<file path="src/rtl/plic_target_ctrl.sv">
// Per-target PLIC claim/complete responder: thresholds the arbiter winner into eip,
// serves claim reads and complete writes, and tracks which sources are in service.
module plic_target_ctrl #(
  parameter int NUM_IRQ  = 32,
  parameter int ID_BASE  = 1,
  parameter int PRIO_BIT = 3,
  parameter int ID_WIDTH = 6
) (
  input  logic                clk_i,
  input  logic                rst_n_i,
  input  logic                arb_irq_i,
  input  logic [ID_WIDTH-1:0] arb_id_i,
  input  logic [PRIO_BIT-1:0] arb_pri_i,
  input  logic [PRIO_BIT-1:0] threshold_i,
  output logic                eip_o,
  input  logic                claim_req_i,
  output logic                claim_ack_o,
  output logic [ID_WIDTH-1:0] claim_id_o,
  input  logic                cmpl_req_i,
  input  logic [ID_WIDTH-1:0] cmpl_id_i,
  output logic                cmpl_ack_o,
  output logic [NUM_IRQ-1:0]  clr_pend_o,
  output logic [NUM_IRQ-1:0]  gw_cmpl_o,
  output logic [NUM_IRQ-1:0]  in_service_o
);

  typedef enum logic [1:0] {
    IDLE      = 2'd0,
    CLAIM_RSP = 2'd1,
    CMPL_RSP  = 2'd2,
    SETTLE    = 2'd3
  } state_t;

  state_t              state;
  logic                hit;
  logic [ID_WIDTH-1:0] claim_sel;

  // Out-of-range IDs (including reserved ID 0) decode to an all-zero vector.
  function automatic logic [NUM_IRQ-1:0] id_to_onehot(input logic [ID_WIDTH-1:0] id);
    logic [NUM_IRQ-1:0] v;
    v = '0;
    for (int i = 0; i < NUM_IRQ; i++) begin
      if (int'(id) == ID_BASE + i) begin
        v[i] = 1'b1;
      end
    end
    return v;
  endfunction

  assign hit       = arb_irq_i & (arb_pri_i > threshold_i);
  assign claim_sel = hit ? arb_id_i : '0;

  // Single-process FSM; response pulses are registered on entry to the response state
  // so they are valid for exactly the one cycle spent there.
  always_ff @(posedge clk_i or negedge rst_n_i) begin
    if (!rst_n_i) begin
      state        <= IDLE;
      eip_o        <= 1'b0;
      claim_ack_o  <= 1'b0;
      claim_id_o   <= '0;
      cmpl_ack_o   <= 1'b0;
      clr_pend_o   <= '0;
      gw_cmpl_o    <= '0;
      in_service_o <= '0;
    end else begin
      eip_o       <= hit & (state == IDLE) & ~claim_req_i & ~cmpl_req_i;
      claim_ack_o <= 1'b0;
      claim_id_o  <= '0;
      cmpl_ack_o  <= 1'b0;
      clr_pend_o  <= '0;
      gw_cmpl_o   <= '0;
      case (state)
        IDLE: begin
          if (claim_req_i) begin
            state       <= CLAIM_RSP;
            claim_ack_o <= 1'b1;
            claim_id_o  <= claim_sel;
            clr_pend_o  <= id_to_onehot(claim_sel);
          end else if (cmpl_req_i) begin
            // Only a source currently in service may be re-armed.
            state      <= CMPL_RSP;
            cmpl_ack_o <= 1'b1;
            gw_cmpl_o  <= id_to_onehot(cmpl_id_i) & in_service_o;
          end else begin
            state <= IDLE;
          end
        end
        CLAIM_RSP: begin
          in_service_o <= in_service_o | clr_pend_o;
          state        <= SETTLE;
        end
        CMPL_RSP: begin
          in_service_o <= in_service_o & ~gw_cmpl_o;
          state        <= SETTLE;
        end
        SETTLE: begin
          state <= IDLE;
        end
        default: begin
          state <= IDLE;
        end
      endcase
    end
  end

endmodule

</file>
<file path="config.mk">
export PLATFORM = sky130hd
export DESIGN_NAME = plic_target_ctrl
export DESIGN_NICKNAME = d
export VERILOG_FILES = /design/src/rtl/plic_target_ctrl.sv
export SDC_FILE = /design/constraint.sdc
export NUM_CORES = 1
export LEC_CHECK = 0
export CORE_ASPECT_RATIO = 1.4
export CORE_MARGIN = 5
export CORE_UTILIZATION = 51
export DETAILED_ROUTE_END_ITERATION = 8
export PLACE_DENSITY_LB_ADDON = 0.25
export REMOVE_ABC_BUFFERS = 1
export SLEW_MARGIN = 40
export SYNTH_ARGS = -nofsm -noshare
export SYNTH_HDL_FRONTEND = slang
export SYNTH_SLANG_ARGS = --single-unit
</file>
<file path="constraint.sdc">
create_clock -name clk_i -period 2.7 [get_ports clk_i]
set_clock_uncertainty 0.2 [all_clocks]
set_input_delay 0.54 -clock clk_i [delete_from_list [all_inputs] [get_ports clk_i]]
set_output_delay 0.54 -clock clk_i [all_outputs]
set_load 0.02 [all_outputs]
</file>
==> results by group, run 1 <==
Run status
  – Outcome: finished, final reports clean

Layout
  – Most frequent cells in the layout: clkdlybuf4s50_1, dfrtp_1, nand2_1
  – # diodes: 0
  – Proportion of layout cells with a drive suffix above 1: 0.08745
  – Fillers: 595
  – Non-filler instance count after layout: 628
  – P&R area growth vs syn: 40.56%
  – Commonest non-fill, non-tap cell in the layout: clkdlybuf4s50_1
  – # nets final: 550
  – Final Core Density: 0.7341

Worst setup path
  – CP startpoint kind: primary input
  – CP Capture Point: clr_pend_o[20]
  – Crit path launch: arb_pri_i[2]
  – Worst-path maximum fanout: 8
  – Worst endpoint required time: approximately 2700 ps
  – FF-to-FF End: gw_cmpl_o[8]
  – Crit-path cells: clkdlybuf4s50_1 > ha_1 > or2_1 > o2111ai_4 > nor3_1
  – WP data arrival: 2240 ps
  – CP Capture Type: flop
  – Origin of the critical flop-to-flop path: state[0]
  – Crit-path max cell delay: roughly 480 ps
  – Critical setup path kind: primary input to flop
  – Worst reg2reg path depth: 5
  – Critical path's slowest cell: clkdlybuf4s50_1
  – R2R Setup Slk: 780 ps

Synth
  – Cells after synthesis: roughly 390
  – Post-Syn Area per Cell: between 10 and 15 um2
  – Cell Area, Synth: 4282 um2
  – Synth top area share: 0.6254
  – Yosys reg bits: approximately 110
  – Synth area leaders: dfrtp_1, nand2_1, nor3_1, and3_1, a21oi_1
  – Unique masters post-synth: 34
  – Seq/Total Area, Yosys: 0.6254
  – YS warnings: 0
  – Area leader, netlist: dfrtp_1

Worst hold path
  – Hold/Removal Path Class: flop to flop
  – Worst hold start: in_service_o[29]

Clock tree
  – Worst-Skew Late Latency: between 300 and 400 ps
  – Clock Tree Root: clkbuf_16
  – TritonCTS clock tree: built
  – Number of CTS-inserted buffers: 9
  – Sink Count: ~110
  – CTS clk-pin slew, worst paths: 70 ps
  – H-tree depth: 3
  – Setup Fix Bufs, Post-CTS: 0
  – Clock Tree Buf Depth: 2

GRT
  – Largest net degree at the start of global routing: 41
  – Initial antenna violation count: 0
  – Wire length of the first global-routing pass: 18.75 mm
  – Global route total overflow: 0
  – GRT Total Usage: 0.2353
  – Vias in the first global route: approximately 3,600

Floorplanning
  – # rows: 39
  – Die X: 87.44 um
  – Die area: between 10,000 and 15,000 um2
  – Die Ht: 118.4 um
  – Io pins: 128
  – Initial Utilization: 0.5223
  – Core area: just over 8000 um2

Timing
  – Final Hold Fails: 0
  – Final setup viols: 0
  – Final period util: 0.8245
  – Setup_tns: 0 ps
  – Minimum clock period: 2226 ps
  – Maximum clock rate: 449.2 MHz
  – Worst slew pin tran: 624.2 ps
  – Max Slew Vio Count: 0
  – Final WS setup: between 400 and 500 ps
  – RSZ-0062 raised after global routing: no
  – Max transition margin: 0.5820
  – Final hold slack: 324.7 ps

Detailed routing
  – Detail Route Antenna Nets: 0
  – Final wirelength: between 10 and 15 mm
  – Routed len/inst: between 15 and 20 um
  – Initial DRC Count: 248
  – DR pass1 iterations: 4
  – Via count: 3,495
  – Avg Vias per Cell: 5.565
  – Remaining DRCs: 0

Power
  – Pwr dens: 625.7 nW/um2
  – Lkg Pwr: ~2.8 nW
  – Max IR drop VDD: a little over 0.8 mV

Place
  – Setup WS pre-CTS: approximately 180 ps
  – Cells after DPL: approximately 600
  – GP Congestion: 0.8839
  – Detailed placer's ending HPWL: 8.612 mm
  – Buffers on Ports: 127

Job
  – Max-cap violations: 0
-- layout make-up --
type / instances / area, um2 / area share
Sequential cell: 107 / 2678 / 0.4449
Multi-Input combinational cell: 253 / 1481 / 0.2462
Timing Repair Buffer: 138 / 1366 / 0.2270
Clock buffer: 11 / 252.7 / 0.04200
Tap cell: 102 / 127.6 / 0.02121
Inverter: 13 / 62.56 / 0.01040
Clock inverter: 4 / 50.05 / 0.008316
-- cell families after synthesis --
logic type,synth area share
and+or+nand+nor,0.2218
DFF,0.6254
AOI/OAI and AO/OA,0.1075
buffers and inverters,0.03068
adders and majority gates,0.01461
-- sequential cells by signal, summed over array words and instances (netlist names) --
signal	flops
clr_pend_o	32
eip_o	1
claim_id_o	6
state	2
cmpl_ack_o	1
in_service_o	32
claim_ack_o	1
gw_cmpl_o	32
-- worst max-delay path: cells and delay by family --
family          cells  cell delay [ps]
compound gates      1              260
fa+ha+maj           1              200
buf+inv             1              480
simple gates        2              770
-- stage by stage --
step / cell area [um2] / power (mW)
floorplan: 4213 / 2.122
global placement: 5705 / 2.463
CTS: 6018 / 3.777
finish: 6018 / 3.766
global route: 6018 / 3.908
detailed placement: 5705 / 2.480
-- per-layer routing --
metal  track usage  vias to the layer above  wire length (um)
li1              -                     1611                 -
met1        0.2865                     1738              4467
met2        0.4000                      123              6242
met3       0.05358                       23               774
met4       0.09021                        0               263
met5             0                        -                 0
-- where the power goes --
group	switching (mW)	internal, mW	total, mW
Sequential	0.0132	1.63	1.65
Clock	0.545	0.762	1.31
Combinational	0.597	0.215	0.812
-- how the worst min path moves through the flow --
stage / endpoint / slack (ps) / cells after the start
global placement: in_service_o[9] / 300 / 2
CTS: in_service_o[29] / 330 / 2
global route: in_service_o[16] / 360 / 2
detailed placement: in_service_o[29] / 320 / 2
finish: in_service_o[29] / 320 / 2
floorplan: claim_ack_o / 40 / 0
-- cells in the mapped netlist --
master,count
and3_1,30
nor2b_1,2
and2b_2,1
o21ai_0,32
nand4b_1,1
ha_1,5
buf_1,3
nor3_1,38
dfrtp_1,107
clkbuf_1,7
nor2_1,7
and2_1,1
buf_2,4
o2111ai_1,1
o211ai_1,2
nand2b_2,1
nand2b_1,3
bufinv_8,1
o211ai_4,1
nand2_1,72
buf_6,1
o2111ai_4,3
or2_1,1
nand3_1,7
inv_1,12
o21ai_4,1
nor4b_4,1
nand3b_4,1
nor4_1,1
a21oi_1,32
nor4_4,2
and4b_1,1
nor4_2,3
nor3_2,3
-- timing repair --
item                                   4_1_cts  5_1_grt
hold buffers                                 1        0
resized for setup                            0        0
endpoints found under the hold margin       37        0
(Power assumes the default switching activity.)
==> inputs of run 2 (changes only) <==
- CORE_UTILIZATION: 51 -> 42
- clock period: 2.7 -> 1.8 ns (I/O delays scaled with it)
==> run 2 against run 1 <==
The flow now finishes with violations (setup timing). Wire length grew 7.1%. Setup slack lost 480 ps. Clock-buffer cell count fell by 1. Critical path depth grew 2. Clock power up 53%. Die area is 19% higher. Hold slack got worse by 38 ps. Global-route usage shrank 2.5 points. Register-to-register slack worse by 770 ps.
==> results by group, run 2 (synthesis gave the netlist of run 1 again) <==
GRT
  – Global route total overflow: 0 (unchanged)
  – Vias in the first global route: 3,553 (-0.084%)
  – Wire length of the first global-routing pass: 19.46 mm (+3.8%)
  – GRT Total Usage: 0.2104 (-0.02481)
  – Initial antenna violation count: 0 (unchanged)
  – Largest net degree at the start of global routing: 57 (+39%)

Timing
  – Final period util: 1.001
  – Maximum clock rate: 554.8 MHz
  – Final hold slack: 286.7 ps (-38.05 ps)
  – Final setup viols: 1 (+1)
  – Final WS setup: -2.365 ps (-476.3 ps)
  – Minimum clock period: approximately 1800 ps
  – Worst slew pin tran: 574.6 ps (-49.66 ps)
  – Final Hold Fails: 0 (unchanged)
  – RSZ-0062 raised after global routing: yes
  – Max transition margin: 0.6155 (+0.03352)
  – Max Slew Vio Count: 0 (unchanged)

Run status
  – Outcome: complete, but fails checks
  – Violated checks: setup timing

Layout
  – # nets final: 584 (+6.2%)
  – P&R area growth vs syn: 49.62%
  – Proportion of layout cells with a drive suffix above 1: 0.1907 (+0.1033)
  – Non-filler instance count after layout: 696 (+11%)
  – Fillers: 821 (+38%)
  – Commonest non-fill, non-tap cell in the layout: dfrtp_1
  – # diodes: 0 (unchanged)
  – Largest registers: clr_pend_o x32, gw_cmpl_o x32, in_service_o x32
  – Design area: 6406 um2 (+6.4%)
  – Most frequent cells in the layout: dfrtp_1, dlygate4sd2_1, nand2_1
  – Final Core Density: 0.6436 (-0.09051)

Worst setup path
  – Crit path launch: threshold_i[2]
  – CP Capture Type: flop
  – Critical setup path kind: primary input to flop
  – Worst endpoint required time: 1810 ps (-910 ps)
  – FF-to-FF End: gw_cmpl_o[0]
  – Crit-path cells: clkdlybuf4s50_1 > inv_1 > ha_4 > buf_6 > o211ai_1 > buf_4 > nor3_1
  – Worst-path maximum fanout: 4 (-4)
  – WP data arrival: 1810 ps (-430 ps)
  – Crit-path max cell delay: 460 ps (-20 ps)
  – Critical path's slowest cell: clkdlybuf4s50_1
  – R2R Setup Slk: 10 ps (-770 ps)
  – Worst reg2reg path depth: 7 (+2)
  – Origin of the critical flop-to-flop path: state[1]
  – CP startpoint kind: primary input
  – CP Capture Point: claim_id_o[1]

Detailed routing
  – Met1 Wirelength: 4.932 mm (+10%)
  – Routed length on met3: 672 um (-13%)
  – Avg Vias per Cell: 5.198 (-6.6%)
  – Initial DRC Count: 197 (-21%)
  – Via count: 3,618 (+3.5%)
  – DR pass1 iterations: 4 (unchanged)
  – Detail Route Antenna Nets: 0 (unchanged)
  – Routed len/inst: 18.08 um (-3.4%)
  – Final wirelength: 12.58 mm (+7.1%)
  – Remaining DRCs: 0 (unchanged)
  – Met2 WL post-DR: 6.757 mm (+8.3%)
  – Top layer in use: met4

Floorplanning
  – Initial Utilization: 0.4302 (-0.09211)
  – # rows: 43 (+10%)
  – Die Ht: 129.5 um (+9.3%)
  – Die X: 95.33 um (+9.0%)
  – Core area: 9953 um2 (+21%)
  – Io pins: 128 (unchanged)
  – Die area: 12,340 um2 (+19%)

Clock tree
  – Worst-Skew Late Latency: 340 ps (about the same)
  – Clock Tree Root: clkbuf_16
  – Clock Tree Buf Depth: 2 (unchanged)
  – CTS clk-pin slew, worst paths: 70 ps (about the same)
  – Number of CTS-inserted buffers: 9 (unchanged)
  – H-tree depth: 3 (unchanged)
  – Sink Count: 107 (unchanged)
  – TritonCTS clock tree: built

Place
  – Cells after DPL: 670 (+9.5%)
  – Dpl cell area: 5972 um2 (+4.7%)
  – Detailed placer's ending HPWL: 9.013 mm (+4.7%)
  – GP Congestion: 0.8249 (-6.7%)
  – Setup WS pre-CTS: -497.3 ps (-682.2 ps)
  – Buffers on Ports: 127 (unchanged)

Power
  – Max IR drop VDD: 0.9870 mV (+20%)
  – Lkg Pwr: 3.293 nW (+19%)
  – Pwr dens: 934.6 nW/um2 (+49%)

Worst hold path
  – Hold/Removal Path Class: primary input to async pin

Job
  – Max-cap violations: 0 (unchanged)
## run 2: changes by cell type in the layout (fill, tap and decap cells not counted), moves of 3 or more
cell             change
dlygate4sd2_1      +105
clkdlybuf4s50_1    -108
ha_1                 -3
nor3_1              -18
inv_1                -3
buf_4               +26
buf_6                +4
inv_2                +3
dlymetal6s2s_1       +3
nor3_2              +17
buf_12               +4
ha_4                 +3
## run 2: worst max-delay path, delay by kind of cell
| kind | cells | cell delay (ps) |
|---|---|---|
| buf+inv | 4 | 850 |
| compound gates | 1 | 400 |
| simple gates | 1 | 60 |
| fa+ha+maj | 1 | 160 |
## run 2: power by group
part	leakage, nW	internal, mW	total [mW]	switching (mW)
Sequential	1.32	2.45	2.47	0.0250
Clock	0.146	1.13	2.00	0.876
Combinational	1.82	0.536	1.51	0.974
## run 2: per-layer routing
metal  vias up  track usage
met1      1771       0.2693
met5         -            0
li1       1685            -
met2       149       0.3530
met4         0      0.07986
met3        13      0.03891
## run 2: area by class of cell
class / instances / area [um2] / area share
timing repair buffer: 172 / 1563 / 0.2439
multi-input combinational: 253 / 1624 / 0.2535
tap: 135 / 168.9 / 0.02637
clock inverter: 6 / 71.32 / 0.01113
clock buffer: 10 / 239.0 / 0.03730
inverter: 13 / 62.56 / 0.009766
sequential: 107 / 2678 / 0.4180
## run 2: repair_timing
item	4_1_cts	5_1_grt
hold endpoints to repair	27	0
endpoints found under the setup margin	152	56
gates resized for setup	114	28
hold buffers	1	0
pin swaps	3	12
buffers inserted	2	7
## run 2: worst min-delay path by stage
| stage | startpoint | end | cells after the start |
|---|---|---|---|
| detailed placement | rst_n_i | in_service_o[4] | 1 |
| finish | rst_n_i | gw_cmpl_o[0] | 2 |
| global route | rst_n_i | gw_cmpl_o[10] | 2 |
| global placement | rst_n_i | in_service_o[4] | 1 |
| CTS | rst_n_i | gw_cmpl_o[10] | 2 |
| floorplan | rst_n_i | claim_ack_o | 0 |
## run 2: metrics by stage
| step | setup TNS (ps) | power (mW) |
|---|---|---|
| floorplan | -31140 | 3.164 |
| global placement | -20650 | 3.843 |
| detailed placement | -22230 | 3.870 |
| CTS | 0 | 5.913 |
| global route | -424.2 | 6.241 |
| finish | -2.365 | 5.987 |
